### config.mk
export PLATFORM = sky130hd
export DESIGN_NAME = mem_responder_flat
export DESIGN_NICKNAME = d
export VERILOG_FILES = /design/src/rtl/mem_resp_pkg.sv /design/src/rtl/mem_responder_if.sv /design/src/rtl/mem_resp_ram.sv /design/src/rtl/mem_responder.sv /design/src/flat_wrapper.sv
export SDC_FILE = /design/constraint.sdc
export NUM_CORES = 2
export LEC_CHECK = 0
export CAP_MARGIN = 30
export CELL_PAD_IN_SITES_DETAIL_PLACEMENT = 0
export CELL_PAD_IN_SITES_GLOBAL_PLACEMENT = 1
export CORE_ASPECT_RATIO = 1.5
export CORE_MARGIN = 3
export CORE_UTILIZATION = 30
export DETAILED_ROUTE_END_ITERATION = 7
export MAX_ROUTING_LAYER = met4
export PLACE_DENSITY = 0.55
export SYNTH_ARGS = -nofsm -noshare
export SYNTH_HDL_FRONTEND = slang
export SYNTH_SLANG_ARGS = --single-unit
### constraint.sdc
create_clock -name clk -period 7.2 [get_ports clk]
set_input_delay 1.08 -clock clk [delete_from_list [all_inputs] [get_ports clk]]
set_output_delay 1.08 -clock clk [all_outputs]
set_load 0.005 [all_outputs]
### src/rtl/mem_resp_pkg.sv
// Shared FSM encoding, wait-counter width and RAM index helper for mem_responder.
// Optional parity storage is enabled by defining MEM_RESP_PARITY_EN.
package mem_resp_pkg;

  typedef enum logic [1:0] {
    S_IDLE = 2'd0,
    S_WAIT = 2'd1,
    S_DONE = 2'd2
  } state_t;

  localparam int WS_CNT_W  = 4;
  localparam int DEF_DEPTH = 256;

  function automatic int idx_width(input int depth);
    return (depth > 1) ? $clog2(depth) : 1;
  endfunction

  localparam int DEF_IDX_W = idx_width(DEF_DEPTH);

endpackage

### src/rtl/mem_responder_if.sv
// Arbiter <-> responder memory port; par_inject/parity_err exist only with MEM_RESP_PARITY_EN.
// Handshake: a request is a single-cycle-or-held level on mem_read xor mem_write, sampled only
// while mem_busy is low; completion is the one-cycle mem_ready pulse with mem_rdata valid for reads.
interface mem_responder_if #(
  parameter int ADDR_W = 8,
  parameter int DATA_W = 8
);
  import mem_resp_pkg::*;

  logic [ADDR_W-1:0] mem_addr;
  logic [DATA_W-1:0] mem_wdata;
  logic              mem_read;
  logic              mem_write;
  logic [DATA_W-1:0] mem_rdata;
  logic              mem_ready;
  logic              mem_busy;
  logic              req_err;
  state_t            fsm_state;
`ifdef MEM_RESP_PARITY_EN
  logic              par_inject;
  logic              parity_err;
`endif

  modport master (
`ifdef MEM_RESP_PARITY_EN
    output par_inject,
    input  parity_err,
`endif
    output mem_addr, mem_wdata, mem_read, mem_write,
    input  mem_rdata, mem_ready, mem_busy, req_err, fsm_state
  );

  modport slave (
`ifdef MEM_RESP_PARITY_EN
    input  par_inject,
    output parity_err,
`endif
    input  mem_addr, mem_wdata, mem_read, mem_write,
    output mem_rdata, mem_ready, mem_busy, req_err, fsm_state
  );

endinterface

### src/rtl/mem_resp_ram.sv
// Byte-wide RAM: synchronous write, combinational read sampled by the owner on commit.
// With MEM_RESP_PARITY_EN each word carries an even-parity bit and reports a mismatch on read.
module mem_resp_ram #(
  parameter int DATA_W = 8,
  parameter int DEPTH  = 256,
  parameter int IDX_W  = 8
) (
  input  logic              clk,
  input  logic              we,
  input  logic [IDX_W-1:0]  addr,
  input  logic [DATA_W-1:0] wdata,
`ifdef MEM_RESP_PARITY_EN
  input  logic              par_inject,
  output logic              par_bad,
`endif
  output logic [DATA_W-1:0] rdata
);

`ifdef MEM_RESP_PARITY_EN
  localparam int WORD_W = DATA_W + 1;
`else
  localparam int WORD_W = DATA_W;
`endif

  logic [WORD_W-1:0] mem [DEPTH];
  logic [WORD_W-1:0] word;

  always_ff @(posedge clk) begin
    if (we) begin
`ifdef MEM_RESP_PARITY_EN
      mem[addr] <= {(^wdata) ^ par_inject, wdata};
`else
      mem[addr] <= wdata;
`endif
    end
  end

  assign word  = mem[addr];
  assign rdata = word[DATA_W-1:0];
`ifdef MEM_RESP_PARITY_EN
  assign par_bad = word[DATA_W] ^ (^word[DATA_W-1:0]);
`endif

endmodule

### src/rtl/mem_responder.sv
// Memory responder: IDLE -> WAIT -> DONE FSM with programmable wait states over mem_resp_ram.
// Define MEM_RESP_PARITY_EN to add the per-word parity bit and the parity_err pulse.
module mem_responder
  import mem_resp_pkg::*;
#(
  parameter int ADDR_W      = 8,
  parameter int DATA_W      = 8,
  parameter int DEPTH       = 256,
  parameter int WAIT_STATES = 1
) (
  input logic           clk,
  input logic           reset,
  mem_responder_if.slave bus
);

  localparam int                  IDX_W   = idx_width(DEPTH);
  localparam logic [WS_CNT_W-1:0] WS_INIT = WS_CNT_W'(WAIT_STATES);
  localparam logic [WS_CNT_W-1:0] WS_ONE  = WS_CNT_W'(1);

  state_t              state;
  logic [WS_CNT_W-1:0] cnt;
  logic [ADDR_W-1:0]   lat_addr;
  logic [DATA_W-1:0]   lat_wdata;
  logic                lat_write;
  logic [DATA_W-1:0]   rdata_q;
  logic                ready_q, busy_q, req_err_q;

  logic                req_one, enter_done, c_write, ram_we;
  logic [ADDR_W-1:0]   c_addr;
  logic [DATA_W-1:0]   c_wdata, ram_rdata;
`ifdef MEM_RESP_PARITY_EN
  logic                lat_inj, c_inj, ram_par_bad, perr_q;
`endif

  // With zero wait states the access commits straight from IDLE, so the live inputs feed the RAM.
  always_comb begin
    req_one = bus.mem_read ^ bus.mem_write;
    if (state == S_IDLE) begin
      c_addr  = bus.mem_addr;
      c_wdata = bus.mem_wdata;
      c_write = bus.mem_write;
    end else begin
      c_addr  = lat_addr;
      c_wdata = lat_wdata;
      c_write = lat_write;
    end
`ifdef MEM_RESP_PARITY_EN
    c_inj = (state == S_IDLE) ? bus.par_inject : lat_inj;
`endif
    enter_done = ((state == S_IDLE) && req_one && (WAIT_STATES == 0)) ||
                 ((state == S_WAIT) && (cnt == WS_ONE));
    ram_we = enter_done && c_write && reset;
  end

  mem_resp_ram #(.DATA_W(DATA_W), .DEPTH(DEPTH), .IDX_W(IDX_W)) u_ram (
    .clk        (clk),
    .we         (ram_we),
    .addr       (c_addr[IDX_W-1:0]),
    .wdata      (c_wdata),
`ifdef MEM_RESP_PARITY_EN
    .par_inject (c_inj),
    .par_bad    (ram_par_bad),
`endif
    .rdata      (ram_rdata)
  );

  always_ff @(posedge clk or negedge reset) begin
    if (!reset) begin
      state     <= S_IDLE;
      cnt       <= '0;
      lat_addr  <= '0;
      lat_wdata <= '0;
      lat_write <= 1'b0;
      rdata_q   <= '0;
      ready_q   <= 1'b0;
      busy_q    <= 1'b0;
      req_err_q <= 1'b0;
`ifdef MEM_RESP_PARITY_EN
      lat_inj   <= 1'b0;
      perr_q    <= 1'b0;
`endif
    end else begin
      ready_q   <= 1'b0;
      req_err_q <= 1'b0;
`ifdef MEM_RESP_PARITY_EN
      perr_q    <= 1'b0;
`endif
      case (state)
        S_IDLE: begin
          if (bus.mem_read && bus.mem_write) begin
            req_err_q <= 1'b1;
          end else if (req_one) begin
            lat_addr  <= bus.mem_addr;
            lat_wdata <= bus.mem_wdata;
            lat_write <= bus.mem_write;
`ifdef MEM_RESP_PARITY_EN
            lat_inj   <= bus.par_inject;
`endif
            cnt    <= WS_INIT;
            busy_q <= 1'b1;
            if (WAIT_STATES == 0) begin
              state   <= S_DONE;
              ready_q <= 1'b1;
            end else begin
              state <= S_WAIT;
            end
          end
        end
        S_WAIT: begin
          cnt <= cnt - WS_ONE;
          if (cnt == WS_ONE) begin
            state   <= S_DONE;
            ready_q <= 1'b1;
          end
        end
        S_DONE: begin
          state  <= S_IDLE;
          busy_q <= 1'b0;
        end
        default: begin
          state  <= S_IDLE;
          busy_q <= 1'b0;
        end
      endcase
      if (enter_done && !c_write) begin
        rdata_q <= ram_rdata;
`ifdef MEM_RESP_PARITY_EN
        perr_q  <= ram_par_bad;
`endif
      end
    end
  end

  assign bus.mem_rdata = rdata_q;
  assign bus.mem_ready = ready_q;
  assign bus.mem_busy  = busy_q;
  assign bus.req_err   = req_err_q;
  assign bus.fsm_state = state;
`ifdef MEM_RESP_PARITY_EN
  assign bus.parity_err = perr_q;
`endif

endmodule

### src/flat_wrapper.sv
// flat-port wrapper written by rule: the top's interface ports become plain ports
module mem_responder_flat import mem_resp_pkg::*;
#(
  parameter int ADDR_W      = 8,
  parameter int DATA_W      = 8,
  parameter int DEPTH       = 256,
  parameter int WAIT_STATES = 1
)
  (clk, reset, bus_mem_addr, bus_mem_wdata, bus_mem_read, bus_mem_write, bus_mem_rdata, bus_mem_ready, bus_mem_busy, bus_req_err, bus_fsm_state);
  mem_responder_if #(.ADDR_W(ADDR_W), .DATA_W(DATA_W)) bus_i ();
  input logic clk;
  input logic reset;
  input wire logic [$bits(bus_i.mem_addr)-1:0] bus_mem_addr;
  input wire logic [$bits(bus_i.mem_wdata)-1:0] bus_mem_wdata;
  input wire logic [$bits(bus_i.mem_read)-1:0] bus_mem_read;
  input wire logic [$bits(bus_i.mem_write)-1:0] bus_mem_write;
  output wire logic [$bits(bus_i.mem_rdata)-1:0] bus_mem_rdata;
  output wire logic [$bits(bus_i.mem_ready)-1:0] bus_mem_ready;
  output wire logic [$bits(bus_i.mem_busy)-1:0] bus_mem_busy;
  output wire logic [$bits(bus_i.req_err)-1:0] bus_req_err;
  output wire logic [$bits(bus_i.fsm_state)-1:0] bus_fsm_state;
  assign bus_i.mem_addr = bus_mem_addr;
  assign bus_i.mem_wdata = bus_mem_wdata;
  assign bus_i.mem_read = bus_mem_read;
  assign bus_i.mem_write = bus_mem_write;
  assign bus_mem_rdata = bus_i.mem_rdata;
  assign bus_mem_ready = bus_i.mem_ready;
  assign bus_mem_busy = bus_i.mem_busy;
  assign bus_req_err = bus_i.req_err;
  assign bus_fsm_state = bus_i.fsm_state;
  mem_responder #(.ADDR_W(ADDR_W), .DATA_W(DATA_W), .DEPTH(DEPTH), .WAIT_STATES(WAIT_STATES)) u_core (.clk(clk), .reset(reset), .bus(bus_i));
endmodule
== Word-level counts from Yosys, hierarchy flattened ==
Memories as Yosys holds them, arrays and structs flattened. A register that Yosys moved wholly into a read port is not among the register bits.
Cells that the tools add are included.

* Add/subtract/negate cells: 1
* Multiply operators: 0
* Divide/modulo/power cells: 0
* Order comparisons: 0
* Equal/unequal tests: 5
* Shifts and indexed selects: 0
* Multiplexer cells: 19
* Bitwise operators: 3
* Reductions and logical operators: 13

{| class="wikitable"
|+ Operators with widths
! operator !! number
|-
| 8-bit two-way mux || 2
|-
| 3-bit AND reduction || 4
|-
| 1-bit two-way mux || 9
|-
| 4-bit two-way mux || 2
|-
| 4-bit case mux with 2 select lines || 1
|-
| 2-bit two-way mux || 3
|-
| 1-bit logical AND || 5
|-
| 4-bit by 1-bit == test with 1-bit output, second input constant || 1
|-
| 2-bit != test, second input constant || 2
|-
| 2-bit case mux with 2 select lines || 1
|-
| 4-bit by 1-bit subtractor with 4-bit output, second input constant || 1
|-
| 2-bit by 1-bit == test with 1-bit output, second input constant || 1
|-
| 1-bit logical NOT || 2
|-
| 2-bit logical NOT || 1
|-
| 2-bit by 1-bit != test with 1-bit output, second input constant || 1
|-
| 1-bit NOT || 2
|-
| 1-bit case mux with 2 select lines || 1
|-
| 2-bit nonzero test || 1
|-
| 1-bit bitwise XOR || 1
|}

* Register bits: 26
* Bits in latches: 0
* RAM bits: 2048
* Bits in read-only memories: 0
* Logic and storage cells: 50
* Memories kept: 1

{| class="wikitable"
|+ Memories
! name !! depth !! bits a word !! rd ports !! clocked after Yosys merged registers in !! wr ports !! line !! RTL
|-
| u_core.u_ram.mem || 256 || 8 || 1 || 1 || 1 || mem_resp_ram.sv:25 || <nowiki>logic [WORD_W-1:0] mem [DEPTH];</nowiki>
|}

== Depth between registers and ports, before layout ==
* Depth in word-level cells: 6
* Gate-level depth with buffers: 14
* Mapped depth without buffers: 9

== Hierarchy ==
Synthesis repeated with hierarchy kept, for this count alone.

* Cells, all modules: 3650
* Area total of the unflattened synthesis: 79956.7 sq um

{| class="wikitable"
|+ By module, submodules not included
! module !! times used !! cells an instance !! area each (sq um) !! seq. area each (sq um)
|-
| mem_resp_ram || 1 || 3539 || 78332.6 || 61499.0
|-
| mem_responder || 1 || 111 || 1624.1 || 850.8
|}

== Least setup slack after synthesis ==
OpenSTA, ideal clock, no wires.

* Kind: reg2reg
* Start: register u_core.state[1] (netlist: u_core.bus.fsm_state[1])
* End: memory u_core.u_ram.mem[0][0] in the netlist's numbering (data pin)
* Setup time: 0.823 ns
* Data arrival time: 4.545 ns
* Setup slack: 1.833 ns
* Stages on the path, launching flop included: 7
* Path buffers: 3
* Period minus slack after synthesis: 5.367 ns
* Path through: dfrtp_1 > nor2_2 > buf_6 > clkbuf_1 > buf_1 > nand2_1 > nand2_1

* Cells in the longest elaborated chain, start to end: 2

{| class="wikitable"
|+ Ends and longest elaborated chain
! element !! line !! RTL
|-
| start: declaration || mem_responder.sv:20 || <nowiki>state_t state;</nowiki>
|-
| start signal: assignment || mem_responder.sv:69 || <nowiki>state <= S_IDLE;</nowiki>
|-
| start signal: assignment || mem_responder.sv:102 || <nowiki>state <= S_DONE;</nowiki>
|-
| start signal: assignment || mem_responder.sv:105 || <nowiki>state <= S_WAIT;</nowiki>
|-
| 2-bit logical NOT || mem_responder.sv:38 || <nowiki>if (state == S_IDLE) begin</nowiki>
|-
| 8-bit two-way mux || mem_responder.sv:38 ||
|-
| named net u_core.c_wdata[0] || mem_responder.sv:30 || <nowiki>logic [DATA_W-1:0] c_wdata, ram_rdata;</nowiki>
|-
| end: declaration || mem_resp_ram.sv:25 ||
|}

The timed path passes the listed nets, and every way through them passes these cells.

== Worst setup path in the final report ==
* Start: register u_core.state[0] (netlist: u_core.bus.fsm_state[0])
* End: register u_core.rdata_q[5] (netlist: u_core.bus.mem_rdata[5]) (read register of u_core.u_ram.mem)

* Cells in the longest elaborated chain, start to end: 4
* Elaborated cells between the ends (all ways): 7
* Those cells by class: eq/ne: 1; mux: 2; reduce/logical: 4

{| class="wikitable"
|+ Ends and longest elaborated chain
! element !! line !! RTL
|-
| 2-bit logical NOT || mem_responder.sv:38 ||
|-
| 1-bit two-way mux || mem_responder.sv:38 ||
|-
| 1-bit logical NOT || mem_responder.sv:125 || <nowiki>if (enter_done && !c_write) begin</nowiki>
|-
| 1-bit logical AND || mem_responder.sv:125 ||
|-
| end: declaration || mem_responder.sv:25 || <nowiki>logic [DATA_W-1:0] rdata_q;</nowiki>
|}

Several ways; a longest one is shown, not always the timed one.
A chain may end at the register's enable or synchronous reset.

==> qor.yml <==
netlist.area_leader.share: 0.794
yosysSeqAreaShare: 0.805
timing.slew.headroom: 0.261
path_common_cell: "sky130_fd_sc_hd__buf_4"
insertion_delay_ns: 0.84
die_h_um: 628
synth.distinct_cells: 61
synth.cells.most_frequent: "2048 x sky130_fd_sc_hd__edfxtp_1, 377 x sky130_fd_sc_hd__a22oi_1, 326 x sky130_fd_sc_hd__a221oi_1"
postSynthNetCount: 4360
master_cell_of_the_clock_root_buffer: "sky130_fd_sc_hd__clkbuf_16"
start_of_the_worst_register_to_register_path: "u_core.bus.fsm_state[0]"
dp_hpwl_mm: 142
finalSetupViolations: 0
synthMostInstantiatedCell: "sky130_fd_sc_hd__edfxtp_1"
power-per-cell-area_nw_per_um2: 454
slowest_delay_ns: 0.79
setup.worst_path.start_class: "flip-flop"
drv_cap: 0
main_combinational_cell_family_by_area_after_synthesis: "compound AO/OA/AOI/OAI gates"
drt_drc_violations_left: 0
io_pins: 33
drtPass1Iterations: 6
drt.antenna.violating_nets: 0
wire_per_inst_um: 29.7
synth.avg_cell_area_um2: 17.9
synthDominantAreaCellType: "sky130_fd_sc_hd__edfxtp_1"
final_min_period_over_clock_period: 0.725
row_count: 227
final_core_utilization: 0.348
numClockSinks: 2082
synth.ff_latch_count: 2082
synth_adder_area_share: 0.000484
synth_warnings: 0
timing_hold_violations_final: 0
timing.reg2reg.setup_slack_ns: 1.98
crit-reg2reg-capture: "u_core.bus.mem_rdata[5]"
share_of_post_route_cells_with_drive_strength_above_1: 0.120
setup-tns-final_ns: 0
synth_cells: 4337
final_critical_delay_including_setup_and_external_delays_ns: 5.22
area_of_the_core_um2: 256000
critPathArrivalTime_ns: 5.94
die_w_um: 421
route.final.wire_length_mm: 239
synth-compound-area-share: 0.128
drtIter0Drc: 4369
required_ns: 7.92
run_status: "complete, no violations"
buffers_inserted_by_post_cts_timing_repair: 0
critical_path.max_fanout: 53
min_path_type: "in -> async"
post_layout_nets: 4491
h_tree_depth_reported_by_cts: 4
yosys-top-cells-area: "sky130_fd_sc_hd__edfxtp_1 79%, sky130_fd_sc_hd__a221o_1 4.1%, sky130_fd_sc_hd__a221oi_1 3.7%, sky130_fd_sc_hd__a22oi_1 3.7%, sky130_fd_sc_hd__nand3_1 1.2%"
placement.io_buffers: 32
fin_worst_skew_ns: 0.0471
finalWeightedCongestion: 0.796
cts-buffers-inserted: 189
clkTransAtPathRegs_ns: 0.07
grt_max_degree: 213
slowest_cell_on_crit_path: "sky130_fd_sc_hd__o41ai_1"
tritoncts: "built"
synth_simple_gate_area_share: 0.0433
drt-vias-per-instance: 5.41
worst_setup_path_end_kind: "flip-flop"
worst_r2r_path_depth: 11
post_synth_xor_area_fraction: 0
start_util: 0.303
rsz0062_at_grt: "no"
syn_area_um2: 77500
synth_async_sr_flop_share: 0.0163
number_of_antenna_violations_at_the_first_check_in_global_routing: 3
ctsHoldBuffers: 0
grt_remaining_overflow: 0
fmax_mhz: 192
area_delta_synth_final_pct: 14.9
number_of_enable_type_register_cells_in_the_synthesized_netlist: 2048
critical_path.cell_chain: "nor2_4, mux2i_4, nand2_4, buf_4, buf_4, a221o_1, a221oi_1, nor4_1, o41ai_1, nand2_1, o31a_1"
dr_total_vias: 43518
criticalPathCategory: "reg -> reg"
p_leak_uw: 0.0270
grt_pass1_wl_mm: 338
first_global_vias: 43935
slew_violations: 0
synth_ff_type: "sky130_fd_sc_hd__edfxtp_1"
post_synth_mux_area_share: 0.00389
grtUsageTotal: 0.180
postCtsResizedCells: 0
clock_path_buffers: 4
worst_pin_slew_ns: 1.11
ir_drop_uv: 529
floorplan.die_area_um2: 265000
critical path, delay by kind of cell, from the launching register on:
kind            cells  cell delay (ns)
flops               1             0.55
simple gates        4             1.45
mux                 1             0.58
compound gates      4             1.60
buf+inv             2             0.81
worst max path at each step:
stage	startpoint	to	slack (ns)	depth (start not counted)
6_report	u_core.bus.fsm_state[0]	u_core.bus.mem_rdata[5]	1.98	11
5_1_grt	u_core.bus.fsm_state[0]	u_core.bus.mem_rdata[3]	1.79	11
4_1_cts	u_core.bus.fsm_state[0]	u_core.bus.mem_rdata[3]	1.86	11
3_5_place_dp	bus_mem_addr[2]	u_core.bus.mem_rdata[3]	1.22	11
3_3_place_gp	bus_mem_addr[2]	u_core.bus.mem_rdata[2]	1.21	10
2_1_floorplan	u_core.bus.fsm_state[1]	u_core.u_ram.mem[0][0]	1.83	6
per-layer routing:
metal | routed length, um | GRT usage
met5 | 0 | -
met4 | 8040 | 0.0572
met2 | 125000 | 0.317
met3 | 11900 | 0.0189
met1 | 93500 | 0.216
power by group:
part           switching [uW]  internal (uW)  leakage (uW)  total, uW
Clock                    4410           5370       0.00280       9790
Combinational           10900           3690       0.00530      14600
Sequential                123          15900        0.0189      16000
Total                   15500          25000        0.0270      40400
flip-flops by register name (all words and copies together), names as in the netlist:
signal	cells
u_core.u_ram.mem	2048
u_core.bus.mem_rdata	8
u_core.lat_addr	8
u_core.lat_wdata	8
u_core.cnt	4
u_core.bus.fsm_state	2
u_core.bus.mem_busy	1
u_core.bus.mem_ready	1
u_core.bus.req_err	1
u_core.lat_write	1
stage by stage:
stage / hold WS [ns] / instance area (um2) / power [uW] / std cells / setup slack, ns
after floorplan: 0.463 / 77500 / 24300 / 4337 / 1.83
after global placement: 0.466 / 82900 / 30800 / 7685 / 1.21
after detailed placement: 0.478 / 83200 / 31100 / 7710 / 1.22
after CTS: 0.287 / 88900 / 40800 / 8041 / 1.86
after global routing: 0.331 / 89000 / 41900 / 8044 / 1.79
final: 0.313 / 89000 / 40400 / 8046 / 1.98
layout make-up:
class,count,area (um2)
Fill cell,24023,167000
Tap cell,3435,4300
Clock inverter,95,788
Antenna cell,3,7.51
Multi-Input combinational cell,1910,13800
Sequential cell,2082,62300
Timing Repair Buffer,281,2700
Clock buffer,236,5000
Inverter,4,15.0
cells in the final DEF, fill, tap and decap left out, types with 6 or more instances in the layout:
master	Yosys	routed
sky130_fd_sc_hd__a21oi_1	18	18
sky130_fd_sc_hd__o31ai_1	11	9
sky130_fd_sc_hd__edfxtp_1	2048	2048
sky130_fd_sc_hd__o31a_1	7	7
sky130_fd_sc_hd__buf_4	19	196
sky130_fd_sc_hd__nor3_1	38	38
sky130_fd_sc_hd__a221o_1	318	318
sky130_fd_sc_hd__and3_1	11	11
sky130_fd_sc_hd__buf_2	137	13
sky130_fd_sc_hd__clkbuf_16	0	191
sky130_fd_sc_hd__nor2_1	237	232
sky130_fd_sc_hd__a221oi_1	326	326
sky130_fd_sc_hd__nor4_1	91	90
sky130_fd_sc_hd__bufinv_16	0	13
sky130_fd_sc_hd__clkinv_1	0	48
sky130_fd_sc_hd__dfrtp_1	34	34
sky130_fd_sc_hd__a311oi_1	17	17
sky130_fd_sc_hd__o41ai_1	17	17
sky130_fd_sc_hd__clkbuf_1	146	40
sky130_fd_sc_hd__a22o_1	8	8
sky130_fd_sc_hd__nand2b_1	7	7
sky130_fd_sc_hd__nand2_4	0	12
sky130_fd_sc_hd__nand3_2	0	10
sky130_fd_sc_hd__nor2_4	0	6
sky130_fd_sc_hd__mux2_2	20	20
sky130_fd_sc_hd__clkdlybuf4s50_1	0	31
sky130_fd_sc_hd__clkinv_2	0	19
sky130_fd_sc_hd__buf_12	0	35
sky130_fd_sc_hd__o22ai_1	16	16
sky130_fd_sc_hd__o21ai_0	12	12
sky130_fd_sc_hd__clkinvlp_4	0	9
sky130_fd_sc_hd__nand3_1	189	179
sky130_fd_sc_hd__nand2_1	119	107
sky130_fd_sc_hd__a22oi_1	377	377
logic make-up after synthesis:
logic type,Yosys count
AO/OA/AOI/OAI,1161
adder cells (fa/ha/maj),3
buffers and inverters,345
flip-flops,2082
multiplexers,26
AND/OR/NAND/NOR,720
Note: power is estimated with default switching activity, not from simulation.
